File: src/rtl/alu_if_pkg.sv
// Shared types and constants for the ALU operand-interface initiator.
// States, split encodings, multiply commands and RSP_FLAGS bit positions.
package alu_if_pkg;

  typedef enum logic [2:0] {
    S_IDLE   = 3'd0,
    S_ISSUE1 = 3'd1,
    S_GAP    = 3'd2,
    S_ISSUE2 = 3'd3,
    S_WAIT   = 3'd4,
    S_RESP   = 3'd5
  } state_e;

  localparam logic [1:0] SPLIT_BOTH = 2'd0;
  localparam logic [1:0] SPLIT_AB   = 2'd1;
  localparam logic [1:0] SPLIT_BA   = 2'd2;
  localparam logic [1:0] SPLIT_RSVD = 2'd3;

  localparam int CMD_MUL_INC = 9;
  localparam int CMD_MUL_SHL = 10;

  localparam int FLG_ERR   = 0;
  localparam int FLG_L     = 1;
  localparam int FLG_E     = 2;
  localparam int FLG_G     = 3;
  localparam int FLG_OFLOW = 4;
  localparam int FLG_COUT  = 5;

  // The reserved split code behaves like "both together".
  function automatic logic [1:0] norm_split(
    input logic [1:0] s
  );
    return (s == SPLIT_RSVD) ? SPLIT_BOTH : s;
  endfunction

endpackage

File: src/rtl/alu_lat_counter.sv
// Loadable down-counter shared by the GAP and WAIT phases.
// Ports: CLK, RST_N (sync, active-low), load/load_val, dec, last (count==1).
module alu_lat_counter #(
  parameter int W = 5
) (
  input  logic         CLK,
  input  logic         RST_N,
  input  logic         load,
  input  logic [W-1:0] load_val,
  input  logic         dec,
  output logic         last
);

  logic [W-1:0] cnt_q;

  always_ff @(posedge CLK) begin
    if (!RST_N) begin
      cnt_q <= '0;
    end else if (load) begin
      cnt_q <= load_val;
    end else if (dec && (cnt_q != '0)) begin
      cnt_q <= cnt_q - 1'b1;
    end
  end

  assign last = (cnt_q == W'(1));

endmodule

File: src/rtl/alu_op_issuer.sv
// Drives one ALU operation per request (operands together or split
// with an idle gap), then captures RES/flags and returns them on RSP.
// Ports: CLK, RST_N; REQ_* upstream valid/ready; INP_VALID/OPA/OPB/
// CMD/MODE/CIN/CE to the ALU; RES + flags from the ALU; RSP_* downstream.
module alu_op_issuer
  import alu_if_pkg::*;
#(
  parameter int DW      = 8,
  parameter int CW      = 4,
  parameter int GW      = 5,
  parameter int RES_LAT = 2,
  parameter int MUL_LAT = 3,
  parameter int TMO     = 16
) (
  input  logic          CLK,
  input  logic          RST_N,
  input  logic          REQ_VALID,
  output logic          REQ_READY,
  input  logic [DW-1:0] REQ_OPA,
  input  logic [DW-1:0] REQ_OPB,
  input  logic [CW-1:0] REQ_CMD,
  input  logic          REQ_MODE,
  input  logic          REQ_CIN,
  input  logic [1:0]    REQ_SPLIT,
  input  logic [GW-1:0] REQ_GAP,
  output logic [1:0]    INP_VALID,
  output logic [DW-1:0] OPA,
  output logic [DW-1:0] OPB,
  output logic [CW-1:0] CMD,
  output logic          MODE,
  output logic          CIN,
  output logic          CE,
  input  logic [DW+1:0] RES,
  input  logic          COUT,
  input  logic          OFLOW,
  input  logic          G,
  input  logic          E,
  input  logic          L,
  input  logic          ERR,
  output logic          RSP_VALID,
  input  logic          RSP_READY,
  output logic [DW+1:0] RSP_RES,
  output logic [5:0]    RSP_FLAGS,
  output logic          RSP_TMO
);

  state_e        state_q, state_d;
  logic [DW-1:0] opa_q, opb_q;
  logic [DW-1:0] opa_hold_q, opb_hold_q;
  logic [CW-1:0] cmd_q;
  logic          mode_q, cin_q;
  logic [1:0]    split_q, split_in;
  logic [GW-1:0] gap_q;
  logic          tmo_q;
  logic [DW+1:0] res_q;
  logic [5:0]    flags_q, flags_in;
  logic          accept, capture;
  logic          cnt_load, cnt_dec, cnt_last;
  logic [GW-1:0] cnt_val, lat_val;
  logic          is_mul;
  logic          drive_a, drive_b;

  assign is_mul = mode_q &&
    ((cmd_q == CW'(CMD_MUL_INC)) ||
     (cmd_q == CW'(CMD_MUL_SHL)));
  assign lat_val = is_mul ? GW'(MUL_LAT)
                          : GW'(RES_LAT);
  assign split_in = norm_split(REQ_SPLIT);

  alu_lat_counter #(.W(GW)) u_cnt (
    .CLK      (CLK),
    .RST_N    (RST_N),
    .load     (cnt_load),
    .load_val (cnt_val),
    .dec      (cnt_dec),
    .last     (cnt_last)
  );

  always_ff @(posedge CLK) begin
    if (!RST_N) begin
      state_q <= S_IDLE;
    end else begin
      state_q <= state_d;
    end
  end

  always_comb begin
    state_d  = state_q;
    accept   = 1'b0;
    capture  = 1'b0;
    cnt_load = 1'b0;
    cnt_val  = '0;
    cnt_dec  = 1'b0;
    unique case (state_q)
      S_IDLE: begin
        if (REQ_VALID) begin
          accept  = 1'b1;
          state_d = S_ISSUE1;
        end
      end
      S_ISSUE1: begin
        cnt_load = 1'b1;
        if (split_q == SPLIT_BOTH) begin
          cnt_val = lat_val;
          state_d = S_WAIT;
        end else if (gap_q != '0) begin
          cnt_val = gap_q;
          state_d = S_GAP;
        end else begin
          state_d = S_ISSUE2;
        end
      end
      S_GAP: begin
        cnt_dec = 1'b1;
        if (cnt_last) begin
          state_d = S_ISSUE2;
        end
      end
      S_ISSUE2: begin
        cnt_load = 1'b1;
        cnt_val  = lat_val;
        state_d  = S_WAIT;
      end
      S_WAIT: begin
        cnt_dec = 1'b1;
        if (cnt_last) begin
          capture = 1'b1;
          state_d = S_RESP;
        end
      end
      S_RESP: begin
        if (RSP_READY) begin
          state_d = S_IDLE;
        end
      end
      default: state_d = S_IDLE;
    endcase
  end

  always_comb begin
    drive_a   = 1'b0;
    drive_b   = 1'b0;
    CE        = 1'b0;
    REQ_READY = 1'b0;
    RSP_VALID = 1'b0;
    unique case (1'b1)
      (state_q == S_IDLE): begin
        REQ_READY = RST_N;
      end
      (state_q == S_ISSUE1): begin
        CE      = 1'b1;
        drive_a = (split_q != SPLIT_BA);
        drive_b = (split_q != SPLIT_AB);
      end
      (state_q == S_GAP): begin
        CE = 1'b1;
      end
      (state_q == S_ISSUE2): begin
        CE      = 1'b1;
        drive_a = (split_q == SPLIT_BA);
        drive_b = (split_q == SPLIT_AB);
      end
      (state_q == S_WAIT): begin
        CE = 1'b1;
      end
      (state_q == S_RESP): begin
        RSP_VALID = 1'b1;
      end
      default: ;
    endcase
  end

  // Operand buses keep their last driven value when not issuing.
  assign INP_VALID = {drive_b, drive_a};
  assign OPA  = drive_a ? opa_q : opa_hold_q;
  assign OPB  = drive_b ? opb_q : opb_hold_q;
  assign CMD  = cmd_q;
  assign MODE = mode_q;
  assign CIN  = cin_q;

  always_ff @(posedge CLK) begin
    if (!RST_N) begin
      opa_hold_q <= '0;
      opb_hold_q <= '0;
    end else begin
      opa_hold_q <= OPA;
      opb_hold_q <= OPB;
    end
  end

  always_ff @(posedge CLK) begin
    if (!RST_N) begin
      opa_q   <= '0;
      opb_q   <= '0;
      cmd_q   <= '0;
      mode_q  <= 1'b0;
      cin_q   <= 1'b0;
      split_q <= SPLIT_BOTH;
      gap_q   <= '0;
      tmo_q   <= 1'b0;
    end else if (accept) begin
      opa_q   <= REQ_OPA;
      opb_q   <= REQ_OPB;
      cmd_q   <= REQ_CMD;
      mode_q  <= REQ_MODE;
      cin_q   <= REQ_CIN;
      split_q <= split_in;
      gap_q   <= REQ_GAP;
      tmo_q   <= (split_in != SPLIT_BOTH) &&
                 (REQ_GAP >= GW'(TMO));
    end
  end

  always_comb begin
    flags_in            = '0;
    flags_in[FLG_COUT]  = COUT;
    flags_in[FLG_OFLOW] = OFLOW;
    flags_in[FLG_G]     = G;
    flags_in[FLG_E]     = E;
    flags_in[FLG_L]     = L;
    flags_in[FLG_ERR]   = ERR;
  end

  always_ff @(posedge CLK) begin
    if (!RST_N) begin
      res_q   <= '0;
      flags_q <= '0;
    end else if (capture) begin
      res_q   <= RES;
      flags_q <= flags_in;
    end
  end

  assign RSP_RES   = res_q;
  assign RSP_FLAGS = flags_q;
  assign RSP_TMO   = tmo_q;

endmodule

File: config.mk
export PLATFORM = sky130hd
export DESIGN_NAME = alu_op_issuer
export DESIGN_NICKNAME = d
export VERILOG_FILES = /design/src/rtl/alu_if_pkg.sv /design/src/rtl/alu_lat_counter.sv /design/src/rtl/alu_op_issuer.sv
export SDC_FILE = /design/constraint.sdc
export NUM_CORES = 1
export LEC_CHECK = 0
export BUFFER_PORTS_ARGS = -buffer_cell sky130_fd_sc_hd__clkbuf_2
export CAP_MARGIN = 20
export CORE_MARGIN = 2
export CORE_UTILIZATION = 45
export CTS_CLUSTER_SIZE = 40
export DETAILED_ROUTE_END_ITERATION = 7
export PLACE_DENSITY = 0.71
export SYNTH_ARGS = -nofsm -noshare
export SYNTH_HDL_FRONTEND = slang
export SYNTH_SLANG_ARGS = --single-unit
File: constraint.sdc
create_clock -name CLK -period 4.4 [get_ports CLK]
set_input_delay 0.22 -clock CLK [delete_from_list [all_inputs] [get_ports CLK]]
set_output_delay 0.22 -clock CLK [all_outputs]
set_load 0.005 [all_outputs]
# After elaboration in Yosys (flattened, before gate mapping)
# Index checks and enable logic that the tools add are counted.
# word_totals
reg_bits	70
latchBits	0
ram_bits	0
romBits	0
word_cells	74
memories	0
# classes
add_sub_neg	1
multipliers	0
div_mod_pow	0
magnitude_cmp	1
eq_ne	17
shift	0
mux	27
n_bitwise	0
n_reduce_logical	14
# ops
operator	n
2-to-1 mux 5 bit	4
one-hot mux 3 bit (6 select lines)	1
2-to-1 mux 8 bit	2
2-to-1 mux 3 bit	5
2-to-1 mux 1 bit	11
!= test 2 bit, second input constant	5
one-hot mux 5 bit (2 select lines)	1
nonzero test 5 bit	2
== test 4 bit, second input constant	2
== test 3 x 2 -> 1 bit, second input constant	2
== test 3 bit, second input constant	2
== test 5 x 1 -> 1 bit, second input constant	1
greater-or-equal comparator 5 bit, second input constant	1
subtractor 5 x 1 -> 5 bit, second input constant	1
== test 2 bit, second input constant	2
one-hot mux 1 bit (2 select lines)	2
AND reduction 4 bit	1
nonzero test 2 bit	2
OR reduction 2 bit	2
OR reduction 4 bit	1
== test 3 x 1 -> 1 bit, second input constant	1
logical AND 1 bit	3
zero test 3 bit	1
== test 2 x 1 -> 1 bit, second input constant	1
other kinds (4)	4

# Depth between registers and ports, before layout
# depth
depth_word	7
ltp_mapped	8
mapped_depth_nobuf	6

# By module
# Synthesis repeated with hierarchy kept, for this count alone.
# hier_totals
hier_cells	390
area_unflattened_um2	3000.4
# modules_own_cells
module	n_inst	cells_per_inst	area_per_inst_um2	seq_area_each_um2
alu_op_issuer	1	350	2682.6	1301.2
alu_lat_counter	1	40	317.8	100.1

# Least setup slack after synthesis
# Ideal clock, no wire load.
# synth_timing
path_kind	register to register
start	register u_cnt.cnt_q[0]
end	register u_cnt.cnt_q[2]
setup_ns	0.120
arrival_time_ns	1.443
t_required_ns	4.280
path_slack_ns	2.837
stages_incl_launch_ff	7
n_path_buf	0
period_less_slack_ns	1.563
cell_sequence	dfxtp_1 inv_1 ha_1 or4b_4 o21ai_2 nor4_1 o31a_1
# synth_via
elab_chain_len	3
elab_cells_between_ends	6
classes_between	add/sub (1); mux (2); reduce/logical (3)
# synth_rtl
element	line	text
from (decl)	alu_lat_counter.sv:14	logic [W-1:0] cnt_q;
from (signal assigned)	alu_lat_counter.sv:20	cnt_q <= load_val;
from (signal assigned)	alu_lat_counter.sv:22	cnt_q <= cnt_q - 1'b1;
subtractor 5 x 1 -> 5 bit / nonzero test 5 bit (equally long branches)	alu_lat_counter.sv:22, alu_lat_counter.sv:21	
2-to-1 mux 5 bit / logical AND 1 bit (equally long branches)	alu_lat_counter.sv:21	end else if (dec && (cnt_q != '0)) begin
2-to-1 mux 5 bit / nonzero test 2 bit (equally long branches)	n/a	
# Several ways; a longest one is shown, not always the timed one. The select of a mux whose other input is x is not followed.
# A chain may end at the register's enable or synchronous reset.

# Final worst setup path
# layout_timing
start	register state_q[0]
end	output OPB[7]
# layout_via
elab_chain_len	3
elab_cells_between_ends	4
classes_between	eq/ne (2); mux (2)
# layout_rtl
element	line	text
from (decl)	alu_op_issuer.sv:47	state_e state_q, state_d;
from (signal assigned)	alu_op_issuer.sv:83	state_q <= state_d;
== test 3 x 2 -> 1 bit / == test 3 x 1 -> 1 bit (equally long branches)	alu_op_issuer.sv:158, alu_op_issuer.sv:150	
one-hot mux 1 bit (2 select lines) (*)	alu_op_issuer.sv:146	unique case (1'b1)
2-to-1 mux 8 bit (*)	alu_op_issuer.sv:176	assign OPB = drive_b ? opb_q : opb_hold_q;
to (decl)	alu_op_issuer.sv:28	output logic [DW-1:0] OPB,
# Mark *: on every way between the ends. The rest lies on a longest branch, timed or not.

==> run_results.csv <==
group,metric,value,unit
setup_path,worstSetupStartpointType,"register",
timing,final.setup.tns,0,ns
cts,clk_pin_slew,0.08,ns
routing,drc,5,
timing,clock.fmax,395,MHz
cts,root_buffer,"clkbuf_8",
grt,grt_max_degree,67,
timing,finalCritPeriodShare,0.576,
cells_and_area,drive_above_1_share,0.266,
timing,worstMarginPinSlew,0.902,ns
cts,clk_latency,0.34,ns
cells_and_area,layout_common_cells,"nand2_1, clkbuf_2, dfxtp_1",
setup_path,worst-r2r-cell-count,3,
routing,first_iter_violations,182,
hold_path,whs_endpoint,"RSP_RES[8]",
setup_path,critPathArrivalTime,2.31,ns
routing,drt-total-wl,7.12,mm
setup_path,path_class,"register to primary output",
cts,post_cts_resized,0,
floorplanning,die_x,85.8,µm
timing,hold_viol,0,
placement,gp_congestion,0.816,
setup_path,regToRegEndpoint,"u_cnt.cnt_q[2]",
synthesis,seq_area_frac_synth,0.466,
placement,dpl.hpwl,4.96,mm
setup_path,r2r-start,"state_q[0]",
cts,post_cts_buffers,0,
floorplanning,die_h,85.8,µm
placement,place_area,3490,µm²
cells_and_area,layout_commonest_cell,"nand2_1",
cells_and_area,layout.nets,518,
cts,cts_sinks,70,
synthesis,synthesis.area,3010,µm²
synthesis,postSynthCellCount,384,
power_and_ir_drop,power.total,1.63,mW
cells_and_area,utilization,0.583,
timing,finalMaxSlewViolations,0,
synthesis,avgSynthCellArea,7.84,µm²
routing,drt.antenna.violating_nets,0,
status,outcome,"finished, violations left",
floorplanning,initial_utilization,0.469,
status,violations,"design-rule violations",
cts,ctsHoldBuffers,0,
synthesis,synth_cell_types,43,
power_and_ir_drop,peakVddDrop,0.269,mV
timing,setup_ws,1.87,ns
routing,vias_per_cell,5.09,
floorplanning,core,6420,µm²
timing,hold_ws,0.0859,ns
timing,rsz0062_at_grt,"false",
synthesis,synth_fp_nets,437,
cells_and_area,diodes,0,
cts,clock_path_buffers,2,
cts,h-tree-depth,3,
cts,cts_tree,"yes",
hold_path,whs_path_depth,3,
floorplanning,rows,29,
routing,first_pass_iters,7,
timing,period_needed,2.53,ns
hold_path,hp-class,"input port to register",
grt,grt_usage,0.200,
cells_and_area,design_area,3750,µm²
cells_and_area,fin_cells,547,
timing,clock_skew,0.00747,ns
cells_and_area,syn2layout_area_growth,24.5,%
power_and_ir_drop,power.density,434,nW/µm²
timing,slew_headroom,0.399,
placement,placed_cells,530,
synthesis,synth_warnings,0,
job,cap_violations,0,
routing,vias,2786,
grt,grt_first_pass_wirelength,11.8,mm
floorplanning,die-area,7360,µm²
grt,grt_antenna_before_repair,0,
hold_path,hold_start,"RES[8]",
placement,io_buffers,92,
cts,cts_buffers,9,
placement,pre_cts_ws,2.23,ns
power_and_ir_drop,leakage,1.69,nW
setup_path,endpoint_kind,"primary output",
grt,grt.overflow.total,0,
setup_path,startpoint,"state_q[0]",
synthesis,synth_seq_cells,70,
floorplanning,ios,93,
routing,wl_per_cell,13.0,µm
timing,finalSetupViolations,0,
setup_path,ff2ff_setup_slack,2.33,ns
grt,grt_pass1_vias,2600,
setup_path,cp_max_fo,26,
setup_path,cp.required,4.18,ns
where the power goes:
part	internal (mW)	switching (mW)
logic	0.140	0.178
registers	0.680	0.0441
clock network	0.350	0.235
final cells by class:
type | instances | area, µm²
inverters | 9 | 33.8
clock inverters | 5 | 81.3
multi-input cells | 279 | 1460
flip-flops and latches | 70 | 1400
well taps | 77 | 96.3
clock buffers | 11 | 151
fillers | 603 | 2680
repair buffers | 96 | 523
state kept, by name, indices dropped and copies added (netlist names):
| register | cells |
|---|---|
| RSP_FLAGS | 6 |
| RSP_RES | 10 |
| split_q | 2 |
| opb_hold_q | 8 |
| opa_q | 8 |
| state_q | 3 |
| CMD | 4 |
| gap_q | 5 |
| CIN | 1 |
| u_cnt.cnt_q | 5 |
| RSP_TMO | 1 |
| MODE | 1 |
| opa_hold_q | 8 |
| opb_q | 8 |
synth_stat cells, drive strengths merged:
| master | count | area (µm²) |
|---|---|---|
| ha | 4 | 50.1 |
| o21ai | 20 | 108 |
| and2b | 2 | 15.0 |
| mux2i | 1 | 10.0 |
| nand2b | 2 | 12.5 |
| xnor2 | 5 | 58.8 |
| nand2 | 116 | 435 |
| a21boi | 1 | 7.51 |
| nand3b | 2 | 15.0 |
| o31ai | 1 | 7.51 |
| inv | 9 | 33.8 |
| xor2 | 2 | 32.5 |
| nand3 | 16 | 80.1 |
| a2bb2oi | 1 | 8.76 |
| a221oi | 1 | 8.76 |
| or4 | 1 | 7.51 |
| o21bai | 1 | 7.51 |
| nor4b | 2 | 30.0 |
| buf | 11 | 67.6 |
| a211oi | 1 | 7.51 |
| and2 | 2 | 12.5 |
| a22oi | 1 | 7.51 |
| o2bb2ai | 1 | 8.76 |
| nor4 | 3 | 18.8 |
| nor3 | 5 | 25.0 |
| a31oi | 1 | 6.26 |
| and3 | 4 | 26.3 |
| a311oi | 1 | 8.76 |
| clkbuf | 15 | 56.3 |
| o22ai | 2 | 12.5 |
| nor2 | 8 | 30.0 |
| dfxtp | 70 | 1400 |
| or4b | 1 | 13.8 |
| nor3b | 1 | 12.5 |
| o21ba | 1 | 10.0 |
| nor2b | 3 | 18.8 |
| o31a | 2 | 17.5 |
| a21oi | 64 | 320 |
cells by family (layout without fill, tap and decap cells):
| logic type | count (synthesis) | count (layout) | share of synthesized area |
|---|---|---|---|
| buf+inv | 35 | 121 | 0.0524 |
| fa+ha+maj | 4 | 4 | 0.0166 |
| compound gates | 99 | 99 | 0.182 |
| mux | 1 | 1 | 0.00333 |
| xor+xnor | 7 | 7 | 0.0303 |
| simple gates | 168 | 168 | 0.250 |
| flops | 70 | 70 | 0.466 |
routing by layer:
layer,vias to the layer above,share of wire,global-route usage
met5,-,0,0
li1,1449,-,-
met1,1243,0.47,0.267
met4,0,0.0090,0.0548
met2,87,0.46,0.312
met3,7,0.068,0.0683
worst max-delay path by stage:
stage / end / slack, ns / depth (start not counted)
2_1_floorplan: u_cnt.cnt_q[2] / 2.84 / 6
5_1_grt: OPA[4] / 1.54 / 4
4_1_cts: OPB[7] / 1.85 / 4
3_5_place_dp: OPB[7] / 2.23 / 4
3_3_place_gp: CMD[0] / 2.20 / 4
6_report: OPB[7] / 1.87 / 4
worst max-delay path, stage by stage (launching register included):
cell and delay [ns]:
dfxtp_1 0.66, nand2b_1 0.63, o21ai_0 0.42, nand2_1 0.13
clkbuf_2 0.13
Power figures use the tool's default switching activity.
